===== config.mk =====
export PLATFORM = sky130hd
export DESIGN_NAME = press_classifier
export DESIGN_NICKNAME = d
export VERILOG_FILES = /design/src/rtl/press_classifier.sv
export SDC_FILE = /design/constraint.sdc
export NUM_CORES = 1
export LEC_CHECK = 0
export CAP_MARGIN = 20
export CORE_MARGIN = 5
export CORE_UTILIZATION = 46
export DETAILED_ROUTE_END_ITERATION = 10
export HOLD_SLACK_MARGIN = 0.06
export SLEW_MARGIN = 20
export SYNTH_ARGS = -nofsm -noshare
export SYNTH_HDL_FRONTEND = slang
export SYNTH_SLANG_ARGS = --single-unit

===== constraint.sdc =====
create_clock -name clk -period 3.4 [get_ports clk]
set_input_delay 0.34 -clock clk [delete_from_list [all_inputs] [get_ports clk]]
set_output_delay 0.34 -clock clk [all_outputs]
set_load 0.01 [all_outputs]

===== src/rtl/press_classifier.sv =====
`default_nettype none
// ============================================================================
// Module      : press_classifier
// Description : Classifies debounced button presses as short, long or double
//               click. The double-click path is compiled in by DOUBLE_CLICK_EN.
// Revision    : 1.0 - initial release
// ============================================================================
module press_classifier #(
  parameter int LONG_CYCLES    = 50_000_000,
  parameter int DBL_GAP_CYCLES = 12_500_000
) (
  input  logic clk,
  input  logic rst_n,
  input  logic pb_debounced,
  output logic press_pulse,
  output logic short_press,
  output logic long_press,
  output logic double_click,
  output logic held
);

  localparam int MAX_CYCLES = (LONG_CYCLES > DBL_GAP_CYCLES) ? LONG_CYCLES : DBL_GAP_CYCLES;
  localparam int CNT_W      = $clog2(MAX_CYCLES);

  localparam logic [CNT_W-1:0] LONG_LAST = CNT_W'(LONG_CYCLES - 1);
  localparam logic [CNT_W-1:0] CNT_MAX   = '1;
`ifdef DOUBLE_CLICK_EN
  localparam logic [CNT_W-1:0] GAP_LAST  = CNT_W'(DBL_GAP_CYCLES - 1);
`endif

  typedef enum logic [2:0] {
    IDLE           = 3'd0,
    PRESSED        = 3'd1,
    LONG_HELD      = 3'd2
`ifdef DOUBLE_CLICK_EN
    ,
    WAIT_SECOND    = 3'd3,
    SECOND_PRESSED = 3'd4
`endif
  } state_t;

  state_t           state_q, state_d;
  logic [CNT_W-1:0] count_q, count_d;
  logic             prev_q, prev_d;
  logic             press_pulse_q, press_pulse_d;
  logic             short_press_q, short_press_d;
  logic             long_press_q, long_press_d;
  logic             held_q, held_d;
  logic             count_inc;
  logic             rise;
  logic             fall;
`ifdef DOUBLE_CLICK_EN
  logic             double_click_q, double_click_d;
`endif

  assign rise = pb_debounced & ~prev_q;
  assign fall = ~pb_debounced & prev_q;

  always_comb begin
    state_d       = state_q;
    count_inc     = 1'b0;
    short_press_d = 1'b0;
    long_press_d  = 1'b0;
`ifdef DOUBLE_CLICK_EN
    double_click_d = 1'b0;
`endif
    case (state_q)
      IDLE: begin
        if (rise) state_d = PRESSED;
      end
      PRESSED: begin
        if (fall) begin
`ifdef DOUBLE_CLICK_EN
          state_d = WAIT_SECOND;
`else
          state_d       = IDLE;
          short_press_d = 1'b1;
`endif
        end else if (count_q == LONG_LAST) begin
          state_d      = LONG_HELD;
          long_press_d = 1'b1;
        end else begin
          count_inc = 1'b1;
        end
      end
      LONG_HELD: begin
        if (fall) state_d = IDLE;
      end
`ifdef DOUBLE_CLICK_EN
      WAIT_SECOND: begin
        // A rise on the same edge as the timeout still counts as a double click
        if (rise) begin
          state_d = SECOND_PRESSED;
        end else if (count_q == GAP_LAST) begin
          state_d       = IDLE;
          short_press_d = 1'b1;
        end else begin
          count_inc = 1'b1;
        end
      end
      SECOND_PRESSED: begin
        if (fall) begin
          state_d        = IDLE;
          double_click_d = 1'b1;
        end
      end
`endif
      default: state_d = IDLE;
    endcase

    if (state_d != state_q)
      count_d = '0;
    else if (count_inc && (count_q != CNT_MAX))
      count_d = count_q + 1'b1;
    else
      count_d = count_q;

    prev_d        = pb_debounced;
    press_pulse_d = rise;
    held_d        = (state_d == LONG_HELD);
  end

  // prev resets high so a button held across reset release is not a press
  always_ff @(posedge clk or negedge rst_n) begin
    if (!rst_n) begin
      state_q       <= IDLE;
      count_q       <= '0;
      prev_q        <= 1'b1;
      press_pulse_q <= 1'b0;
      short_press_q <= 1'b0;
      long_press_q  <= 1'b0;
      held_q        <= 1'b0;
    end else begin
      state_q       <= state_d;
      count_q       <= count_d;
      prev_q        <= prev_d;
      press_pulse_q <= press_pulse_d;
      short_press_q <= short_press_d;
      long_press_q  <= long_press_d;
      held_q        <= held_d;
    end
  end

`ifdef DOUBLE_CLICK_EN
  always_ff @(posedge clk or negedge rst_n) begin
    if (!rst_n) double_click_q <= 1'b0;
    else        double_click_q <= double_click_d;
  end
  assign double_click = double_click_q;
`else
  assign double_click = 1'b0;
`endif

  assign press_pulse = press_pulse_q;
  assign short_press = short_press_q;
  assign long_press  = long_press_q;
  assign held        = held_q;

endmodule
`default_nettype wire


# == After elaboration in Yosys (flattened, before gate mapping) ==
# Index checks and enable logic that the tools add are counted.
# word_totals
elab_cells,36
regBits,34
input_bits,3
output_inout_bits,5
# op_classes
n_eq_ne,6
n_bitwise,4
n_addsub,1
muxes,15
n_reduce_logical,3
# op_table
op,n
26-bit two-way mux,2
"26-bit by 1-bit adder with 26-bit output, second input constant",1
"26-bit == test, second input constant",1
"26-bit inequality test, second input constant",1
3-bit two-way mux,4
3-bit one-hot mux with 3 select lines,1
1-bit two-way mux,8
"3-bit by 2-bit == test with 1-bit output, second input constant",2
"3-bit by 1-bit == test with 1-bit output, second input constant",1
3-bit logical NOT,1
3-bit inequality test,1
1-bit AND,2
1-bit inverter,2
2-bit nonzero test,1
1-bit logical AND,1

# == Logic depth before layout (Yosys ltp) ==
# depth
word_depth,7
ltp_mapped,10
mapped_depth_nobuf,7

# == Worst setup path before layout ==
# OpenSTA, ideal clock, no wires.
# synth_timing
path_type,reg2reg
from,reg count_q[0]
to,reg count_q[23]
path_stages_with_launch,10
path_slack_ns,1.312
period_less_slack_ns,2.088
n_path_buf,2
setup_time_ns,0.077
required_time_ns,3.323
t_arrival_ns,2.011
cell_sequence,dfrtp_1 ha_1 and3_1 buf_2 and4_1 buf_2 nand2_2 nand3_1 or3_1 a21oi_1
# synth_between
elab_chain_cells,6
elab_cells_between_ends,14
cone_classes,add/sub: 1; eq/ne: 3; mux: 8; reduce/logical: 2
# synth_rtl
item,line,rtl
start: declaration,43,"logic [CNT_W-1:0] count_q, count_d;"
start signal: assignment,135,count_q <= count_d;
26-bit == test,79,end else if (count_q == LONG_LAST) begin
3-bit two-way mux / 1-bit two-way mux (equally long branches),79,
3-bit two-way mux / 1-bit two-way mux (equally long branches),72,if (fall) begin
3-bit one-hot mux with 3 select lines / 1-bit two-way mux (equally long branches),67,case (state_q)
3-bit inequality test / 1-bit logical AND (equally long branches),"111, 113",
26-bit two-way mux / 2-bit nonzero test (equally long branches),--,
# Several ways; a longest one is shown, not always the timed one. The select of a mux whose other input is x is not followed.
# A chain may end at the register's enable or synchronous reset.

# == Final worst setup path ==
# layout_timing
from,reg count_q[0]
to,reg count_q[10]
# Same word-level chain as after synthesis.

==> metrics.yaml <==
status: "completed"
yosysTopAreaCellShare_pct: 44.9
rsz0062_at_grt: "no"
fin_skew_ps: 3.75
clock_latency_ps: 280
cts_buffer_depth: 2
wl_per_cell_um: 14.6
cts_setup_buffers: 0
setup_slack_ps: 896
yosysTopAreaCell: "dfrtp_1"
yosysMostFrequentCell: "dfrtp_1"
finalPower_mw: 0.716
regArea_um2: 852
hold_violations: 0
drtAntennaViolNets: 0
required_ps: 3520
critPathKind: "register to register"
syn_inst: 196
antenna_found_initial: 0
htreeDepth: 2
synth-edff-count: 0
endpoint_kind: "register"
cts_tree: "done"
fin_crit_sh_pct: 73.7
finalWirelength_um: 3700
p_clk_share_pct: 37.8
cts_resized: 0
grt_pass1_vias: 1454
synthToLayoutAreaGrowth_pct: 9.04
tightest_slew_ps: 811
start_util_pct: 46.7
cts_buffers: 5
sequentialPowerShare_pct: 57.5
yosys_warnings: 0
ys.flop_type: "dfrtp_1"
finalMaxSlewViolations: 0
maxCapViolations: 0
power.leakage_nw: 0.788
multi_input_area_um2: 930
synth_common_cells: "dfrtp_1, nor2_1, nand3_1, xor2_1, nand4_1"
die_x_um: 73.3
antenna_cells: 0
die_height_um: 73.3
top_usage_layer: "met2"
ys_top_cells_by_area: "dfrtp_1, xor2_1, nand4_1"
vias_per_cell: 5.79
internal_power_mw: 0.559
crit_arrival_ps: 2630
grt_usage_pct: 15.6
relSlewSlack_pct: 46.0
crit_path_start_kind: "register"
grt_use_met2_pct: 24.1
dp_hpwl_um: 2540
fp-row-count: 23
grt.met3_usage_pct: 4.51
path_clk_slew_ps: 60
cts.sinks: 34
switching_share_pct: 21.9
synth-seq-cells: 34
fillerInstances: 356
synth_area_um2: 1840
coreArea_um2: 3940
drt_iter0_drc: 74
overflow: 0
layout-drive-gt1-share_pct: 6.40
p_sw_mw: 0.157
dp_slack_ps: 867
vias: 1464
yosysSeqAreaShare_pct: 46.3
avgSynthCellArea_um2: 9.39
max_freq_mhz: 399
pwr-share-comb_pct: 4.7
tns_ps: 0
fin_nets: 207
yosysUniqueCellTypes: 40
dieArea_um2: 5370
fin_crit_ps: 2500
p_per_area_nw_per_um2: 357
grt_max_degree: 35
grt_pass1_wl_um: 6490
irDropWorstVdd_uv: 174
finalSetupViolations: 0
hold_path_class: "input pin to async pin"
io_buffers: 6
io_pins: 8
ctsHoldBuffers: 0
async_flop_share_pct: 100
gp_congestion: 0.842
drt_first_pass_iters: 4
root_buffer: "clkbuf_8"
grtUsageMet1_pct: 20.4
critical_path_peak_fanout: 26
drcViolationCount: 0
## critical path, stage by stage (launching register included)
cell      delay [ps]
dfrtp_1          390
ha_1             180
and3_1           270
nand2_2           80
or3_4            520
nand2b_1         120
a211o_1          660
nor2_1           130
## stage by stage
| stage | hold WS [ps] | util (%) | cells | instance area (um^2) |
|---|---|---|---|---|
| floorplan | 44.4 | - | 197 | 1840 |
| finish | 469 | 50.9 | 253 | 2010 |
| global placement | 477 | 49.0 | 246 | 1930 |
| detailed placement | 498 | 49.0 | 246 | 1930 |
| global route | 516 | 50.9 | 253 | 2010 |
| CTS | 482 | 50.9 | 253 | 2010 |
## sequential cells by signal (all words and copies together) (netlist names)
name	count
count_q	26
state_q	3
held	1
long_press	1
press_pulse	1
prev_q	1
short_press	1
## final cells by class
class / instances / share of cell area (%)
clock buffers: 7 / 3.80
inverters: 3 / 0.561
multi-input cells: 151 / 46.3
flip-flops and latches: 34 / 42.5
well taps: 50 / 3.12
repair buffers: 8 / 3.74
## logic make-up (layout without fill, tap and decap cells)
family / Yosys count / in the layout / synth area share [%]
and+or+nand+nor: 102 / 102 / 31.5
DFF: 34 / 34 / 46.3
AOI/OAI and AO/OA: 28 / 28 / 9.31
xor gates and xnor gates: 17 / 17 / 8.09
buffers and inverters: 12 / 18 / 3.40
adders and majority gates: 1 / 1 / 0.680
other: 1 / 2 / 0.204
muxes: 1 / 1 / 0.544
## power by group through the flow
stage	registers, mW	logic, mW	clock network (mW)
after floorplan	0.419	0.0189	0
after global placement	0.419	0.0332	0
after detailed placement	0.419	0.0347	0
after CTS	0.412	0.0347	0.282
after global routing	0.412	0.0389	0.305
final	0.412	0.0335	0.271
## metal layers
layer | vias to the layer above | routed length, um
met5 | - | 0
met2 | 33 | 1730
met1 | 704 | 1720
li1 | 720 | -
met4 | 0 | 54
met3 | 7 | 200
## worst paths after layout
check	depth (start not counted)	slack, ps	startpoint	endpoint
worst max-delay path	7	900	count_q[0]	count_q[10]
worst min-delay path	2	470	rst_n	state_q[1]
worst max register to register	7	900	count_q[0]	count_q[10]
worst min register to register	1	510	state_q[2]	held
max in group asynchronous	2	2610	rst_n	prev_q
min in group clk	1	510	state_q[2]	held
## cell usage in the layout (no fill, tap or decap), types with 2 or more instances in the layout
cell type        count
nand2_1              9
nand2b_1             4
xor2_1              15
clkbuf_8             5
nor2b_1              2
a2111oi_0            3
and3_1               3
and4_1               5
conb_1               2
a21oi_1             10
a211oi_1             3
dfrtp_1             33
o21ai_0              8
nand4_1             14
nand2_2              2
nor2_1              23
buf_4                2
clkdlybuf4s50_1      6
inv_1                3
clkbuf_1             2
nor4_1               4
or3_1                8
nor3_1               3
xnor2_1              2
nand3_1             17
No activity file was read; power rests on OpenSTA's default activity.
